**config.mk**
```make
export PLATFORM = sky130hd
export DESIGN_NAME = bus_if
export DESIGN_NICKNAME = d
export VERILOG_FILES = /design/src/rtl/bus_if_pkg.sv /design/src/rtl/bus_if.sv
export SDC_FILE = /design/constraint.sdc
export NUM_CORES = 1
export LEC_CHECK = 0
export CELL_PAD_IN_SITES_DETAIL_PLACEMENT = 1
export CELL_PAD_IN_SITES_GLOBAL_PLACEMENT = 1
export CORE_MARGIN = 2
export CORE_UTILIZATION = 28
export DETAILED_ROUTE_END_ITERATION = 12
export GPL_TIMING_DRIVEN = 0
export MAX_ROUTING_LAYER = met4
export PLACE_DENSITY_LB_ADDON = 0.1
export SLEW_MARGIN = 40
export SYNTH_ARGS = -nofsm -noshare
export SYNTH_HDL_FRONTEND = slang
export SYNTH_SLANG_ARGS = --single-unit
```
**constraint.sdc**
```tcl
create_clock -name clk -period 2.7 [get_ports clk]
set_clock_uncertainty 0.15 [all_clocks]
set_input_delay 0.54 -clock clk [delete_from_list [all_inputs] [get_ports clk]]
set_output_delay 0.54 -clock clk [all_outputs]
set_load 0.005 [all_outputs]
```
**src/rtl/bus_if_pkg.sv**
```systemverilog
// Shared types and constants for the CPU-side bus interface: FSM states,
// active-low strobe levels, bus widths and address field positions.
package bus_if_pkg;

    typedef enum logic [1:0] {
        IDLE   = 2'd0,
        REQ    = 2'd1,
        ACCESS = 2'd2,
        STALL  = 2'd3
    } bus_if_state_e;

    localparam int WORD_ADDR_W   = 30;
    localparam int WORD_DATA_W   = 32;
    localparam int SPM_ADDR_W    = 12;
    localparam int SLAVE_IDX_MSB = 29;
    localparam int SLAVE_IDX_LSB = 27;

    localparam logic READ     = 1'b1;
    localparam logic WRITE    = 1'b0;
    localparam logic ENABLE_  = 1'b0;
    localparam logic DISABLE_ = 1'b1;

    function automatic logic [2:0] slave_index(input logic [WORD_ADDR_W-1:0] a);
        return a[SLAVE_IDX_MSB:SLAVE_IDX_LSB];
    endfunction

endpackage

```
**src/rtl/bus_if.sv**
```systemverilog
// Per-stage bus interface: scratchpad accesses bypass the bus with no stall,
// everything else goes through a request/grant/ready sequence on the system bus.
module bus_if
    import bus_if_pkg::*;
#(
    parameter logic [2:0] SPM_INDEX = 3'h1
) (
    input  logic                   clk,
    input  logic                   reset,
    input  logic                   stall,
    input  logic                   flush,
    output logic                   busy,
    input  logic [WORD_ADDR_W-1:0] addr,
    input  logic                   as_,
    input  logic                   rw,
    input  logic [WORD_DATA_W-1:0] wr_data,
    output logic [WORD_DATA_W-1:0] rd_data,
    output logic [SPM_ADDR_W-1:0]  spm_addr,
    output logic                   spm_as_,
    output logic                   spm_rw,
    output logic [WORD_DATA_W-1:0] spm_wr_data,
    input  logic [WORD_DATA_W-1:0] spm_rd_data,
    output logic                   bus_req_,
    input  logic                   bus_grnt_,
    output logic [WORD_ADDR_W-1:0] bus_addr,
    output logic                   bus_as_,
    output logic                   bus_rw,
    output logic [WORD_DATA_W-1:0] bus_wr_data,
    input  logic [WORD_DATA_W-1:0] bus_rd_data,
    input  logic                   bus_rdy_,
    output bus_if_state_e          state
);

    logic [WORD_DATA_W-1:0] rd_buf;
    logic                   spm_sel_q;
    logic                   hit;
    logic                   go;

    assign hit = (slave_index(addr) == SPM_INDEX);
    assign go  = (state == IDLE) && !flush && !stall && (as_ == ENABLE_);

    assign spm_addr    = addr[SPM_ADDR_W-1:0];
    assign spm_rw      = rw;
    assign spm_wr_data = wr_data;
    assign spm_as_     = (go && hit) ? ENABLE_ : DISABLE_;
    assign rd_data     = spm_sel_q ? spm_rd_data : rd_buf;

    always_comb begin
        busy = 1'b0;
        case (state)
            IDLE:    busy = go && !hit;
            REQ:     busy = 1'b1;
            ACCESS:  busy = (bus_rdy_ == DISABLE_);
            STALL:   busy = 1'b0;
            default: busy = 1'b0;
        endcase
    end

    // Bus handshake: bus_req_ is held low from acceptance until the cycle the
    // slave returns bus_rdy_ low; bus_as_ pulses low for the single cycle after
    // bus_grnt_ is seen, and bus_rdy_ only counts once that pulse has been sent.
    always_ff @(posedge clk or negedge reset) begin
        if (!reset) begin
            state       <= IDLE;
            bus_req_    <= DISABLE_;
            bus_as_     <= DISABLE_;
            bus_addr    <= '0;
            bus_rw      <= READ;
            bus_wr_data <= '0;
            rd_buf      <= '0;
            spm_sel_q   <= 1'b0;
        end else begin
            spm_sel_q <= go && hit && (rw == READ);
            case (state)
                IDLE: begin
                    if (go && !hit) begin
                        bus_req_    <= ENABLE_;
                        bus_addr    <= addr;
                        bus_rw      <= rw;
                        bus_wr_data <= wr_data;
                        state       <= REQ;
                    end
                end
                REQ: begin
                    if (bus_grnt_ == ENABLE_) begin
                        bus_as_ <= ENABLE_;
                        state   <= ACCESS;
                    end
                end
                ACCESS: begin
                    bus_as_ <= DISABLE_;
                    if (bus_rdy_ == ENABLE_) begin
                        bus_req_ <= DISABLE_;
                        if (bus_rw == READ) begin
                            rd_buf <= bus_rd_data;
                        end
                        state <= stall ? STALL : IDLE;
                    end
                end
                STALL: begin
                    if (!stall) begin
                        state <= IDLE;
                    end
                end
                default: state <= IDLE;
            endcase
        end
    end

endmodule

```
==> impl_metrics.tcl <==
set metrics [dict create \
    slew_violations 0 \
    chipHeight_microns 131 \
    worstSetupPathType "input pin to flip-flop" \
    tightestPinTransition_ns 0.496 \
    placed_cells_incl_taps 810 \
    first_iter_violations 47 \
    hp-class "flip-flop to flip-flop" \
    yosysSeqAreaShare_pct 55.2 \
    synth-simple-area-share_pct 2.31 \
    grt_pass1_wl_microns 22300 \
    io_buffers 279 \
    ys.flop_type "dfrtp_1" \
    relSlewSlack_pct 66.9 \
    grt_overflow 0 \
    avgRoutedWirePerCell_microns 16.8 \
    dr.pass1.iters 4 \
    layout-drive-gt1-share_pct 33.7 \
    synth_top_family_by_area "multiplexers" \
    min_period_ns 2.60 \
    fin_nets 746 \
    cp-start-kind "input pin" \
    synth-edff-count 0 \
    ys_top_cells_by_count "117 x mux2_2, 97 x dfrtp_1, 45 x buf_4" \
    cts_tree "done" \
    path_cells "clkdlybuf4s50_1, or4_4, buf_4, buf_6, nor3_4, buf_12, buf_6, mux2_2" \
    htreeDepth 3 \
    clock_latency_ns 0.34 \
    root_buffer "clkbuf_16" \
    grt_use_total_pct 17.0 \
    syn_nets 448 \
    detail_route.wirelength_microns 14000 \
    cts.sinks 100 \
    placeableCoreArea_sq_um 15900 \
    cp_max_fo 10 \
    yosys.area.top_type "dfrtp_1" \
    path_buf_inv 5 \
    cpMostUsedCell "buf_6" \
    synth.avg_cell_area_sq_um 14.5 \
    fin_tns_setup_ns 0 \
    dp_hpwl_microns 11100 \
    clkTransAtPathRegs_ns 0.07 \
    synth_top_area_share_pct 53.5 \
    vias 3558 \
    rsz0062_at_grt "no" \
    drtAntennaViolNets 0 \
    area_delta_synth_final_pct 76.9 \
    critPathMaxStageDelay_ns 0.56 \
    final_cells 833 \
    postSynthCellCount 314 \
    outcome "completed" \
    synth.distinct_cells 26 \
    critPathTopFamily "buffers and inverters" \
    power_density_nw_per_um2 890 \
    ff2ff_setup_slack_ns 0.22 \
    antenna_found_initial 0 \
    mappedNetlistArea_sq_um 4540 \
    finalPower_uw 7150 \
    setup-violations-final 0 \
    ys_seq_elements 100 \
    num_antenna_cells 0 \
    max-vdd-ir-drop_uv 354 \
    p_leak_uw 0.00335 \
    synth_compound_area_share_pct 1.57 \
    die-area_sq_um 17300 \
    cts_buffers 9 \
    synthTopCellsByArea "dfrtp_1 53%, mux2_2 29%, buf_4 7.4%" \
    cap_violations 0 \
    yosysMostFrequentCell "mux2_2" \
    gp_congestion 0.757 \
    async_reset_ff_share_pct 100 \
    required_ns 2.77 \
    num_rows 46 \
    endpoint_kind "flip-flop" \
    max_freq_ghz 0.384 \
    io_pins 280 \
    synthXorXnorAreaFrac_pct 0 \
    synth_fa_ha_area_share_pct 0 \
    cp_slowest_cell "or4_4" \
    finalCritPeriodShare_pct 96.5 \
    clk_path_buf_depth 2 \
    initial_utilization_pct 28.6 \
    remaining_drc_errors 0 \
    hold_viol 0 \
    grt_pass1_vias 4017 \
    yosys_warnings 0 \
    place_ws_ns -0.646 \
    setup_slack_ns 0.0953 \
    avgViaCountPerCell 4.27 \
    crit_arrival_ns 2.68 \
    grt_max_degree 55 \
    synthMuxAreaShare_pct 31.0 \
    die_x_microns 131 \
]
[report_power, final]
group / internal [uW] / switching (uW)
Sequential: 2250 / 402
Clock: 725 / 559
Combinational: 2280 / 934
[stage by stage]
stage,hold slack (ns),cell area [sq um],utilization [%]
floorplan,0.0944,4540,-
global placement,0.316,7600,47.9
detailed placement,0.326,7640,48.1
CTS,0.341,7980,50.2
global route,0.368,8030,50.6
finish,0.338,8030,50.6
[sequential cells by signal (all words and copies together) (netlist names)]
| register | count |
|---|---|
| bus_wr_data | 32 |
| rd_buf | 32 |
| bus_addr | 30 |
| state | 2 |
| bus_as_ | 1 |
| bus_req_ | 1 |
| bus_rw | 1 |
| spm_sel_q | 1 |
[kinds of logic after synthesis]
logic type	count (synthesis)
flops	100
mux	125
simple gates	17
buf+inv	62
compound gates	10
[worst reg2reg max path, delay by kind of cell, from the launching register on]
family	cells	cell delay, ns
flops	1	0.47
buf+inv	4	0.59
simple gates	2	0.80
mux	1	0.35
[final cells by class]
class                      count  area (sq um)
tap                          216           270
fill                        1669          7850
timing repair buffer         288          2900
sequential                   100          2510
buffer                        59           448
clock buffer                  13           280
clock inverter                 3          18.8
inverter                       2          7.51
multi-input combinational    152          1600
[layout by cell type, fill, tap and decap left out, types with 2 or more instances in the layout]
| master | n |
|---|---|
| buf_2 | 4 |
| buf_4 | 51 |
| buf_6 | 7 |
| clkbuf_1 | 2 |
| clkbuf_16 | 9 |
| clkbuf_8 | 4 |
| clkdlybuf4s50_1 | 275 |
| clkinv_2 | 2 |
| dfrtp_1 | 96 |
| dfstp_2 | 3 |
| dlygate4sd2_1 | 2 |
| inv_1 | 2 |
| mux2_1 | 8 |
| mux2_2 | 117 |
| nand2_1 | 4 |
| nor2_1 | 3 |
| nor2b_1 | 2 |
| o21ai_0 | 4 |
| o2bb2ai_1 | 2 |
[path summary, 6_finish.rpt]
kind                              from         endpoint  cells past startpoint
max                              flush   bus_wr_data[6]                      8
max reg2reg                   state[0]   bus_wr_data[6]                      7
min                        bus_addr[4]      bus_addr[4]                      1
max in group asynchronous        reset          bus_as_                      3
min in group asynchronous        reset  bus_wr_data[17]                      2
min reg2reg                bus_addr[4]      bus_addr[4]                      1
[what timing repair did]
item	CTS	global route
hold endpoints to repair	51	0
cloned	0	0
hold buffers	1	0
setup buffers	2	5
setup endpoints to repair	32	73
gates resized for setup	12	4
pin swaps	1	3
[per-layer routing]
metal | track usage, % | routed length [microns] | up-vias
met5 | - | 0 | -
met1 | 18.9 | 5540 | 1757
met2 | 29.4 | 7210 | 149
met4 | 4.05 | 153 | 0
met3 | 6.17 | 1130 | 11
li1 | - | - | 1641
No activity file was read; power rests on OpenSTA's default activity.
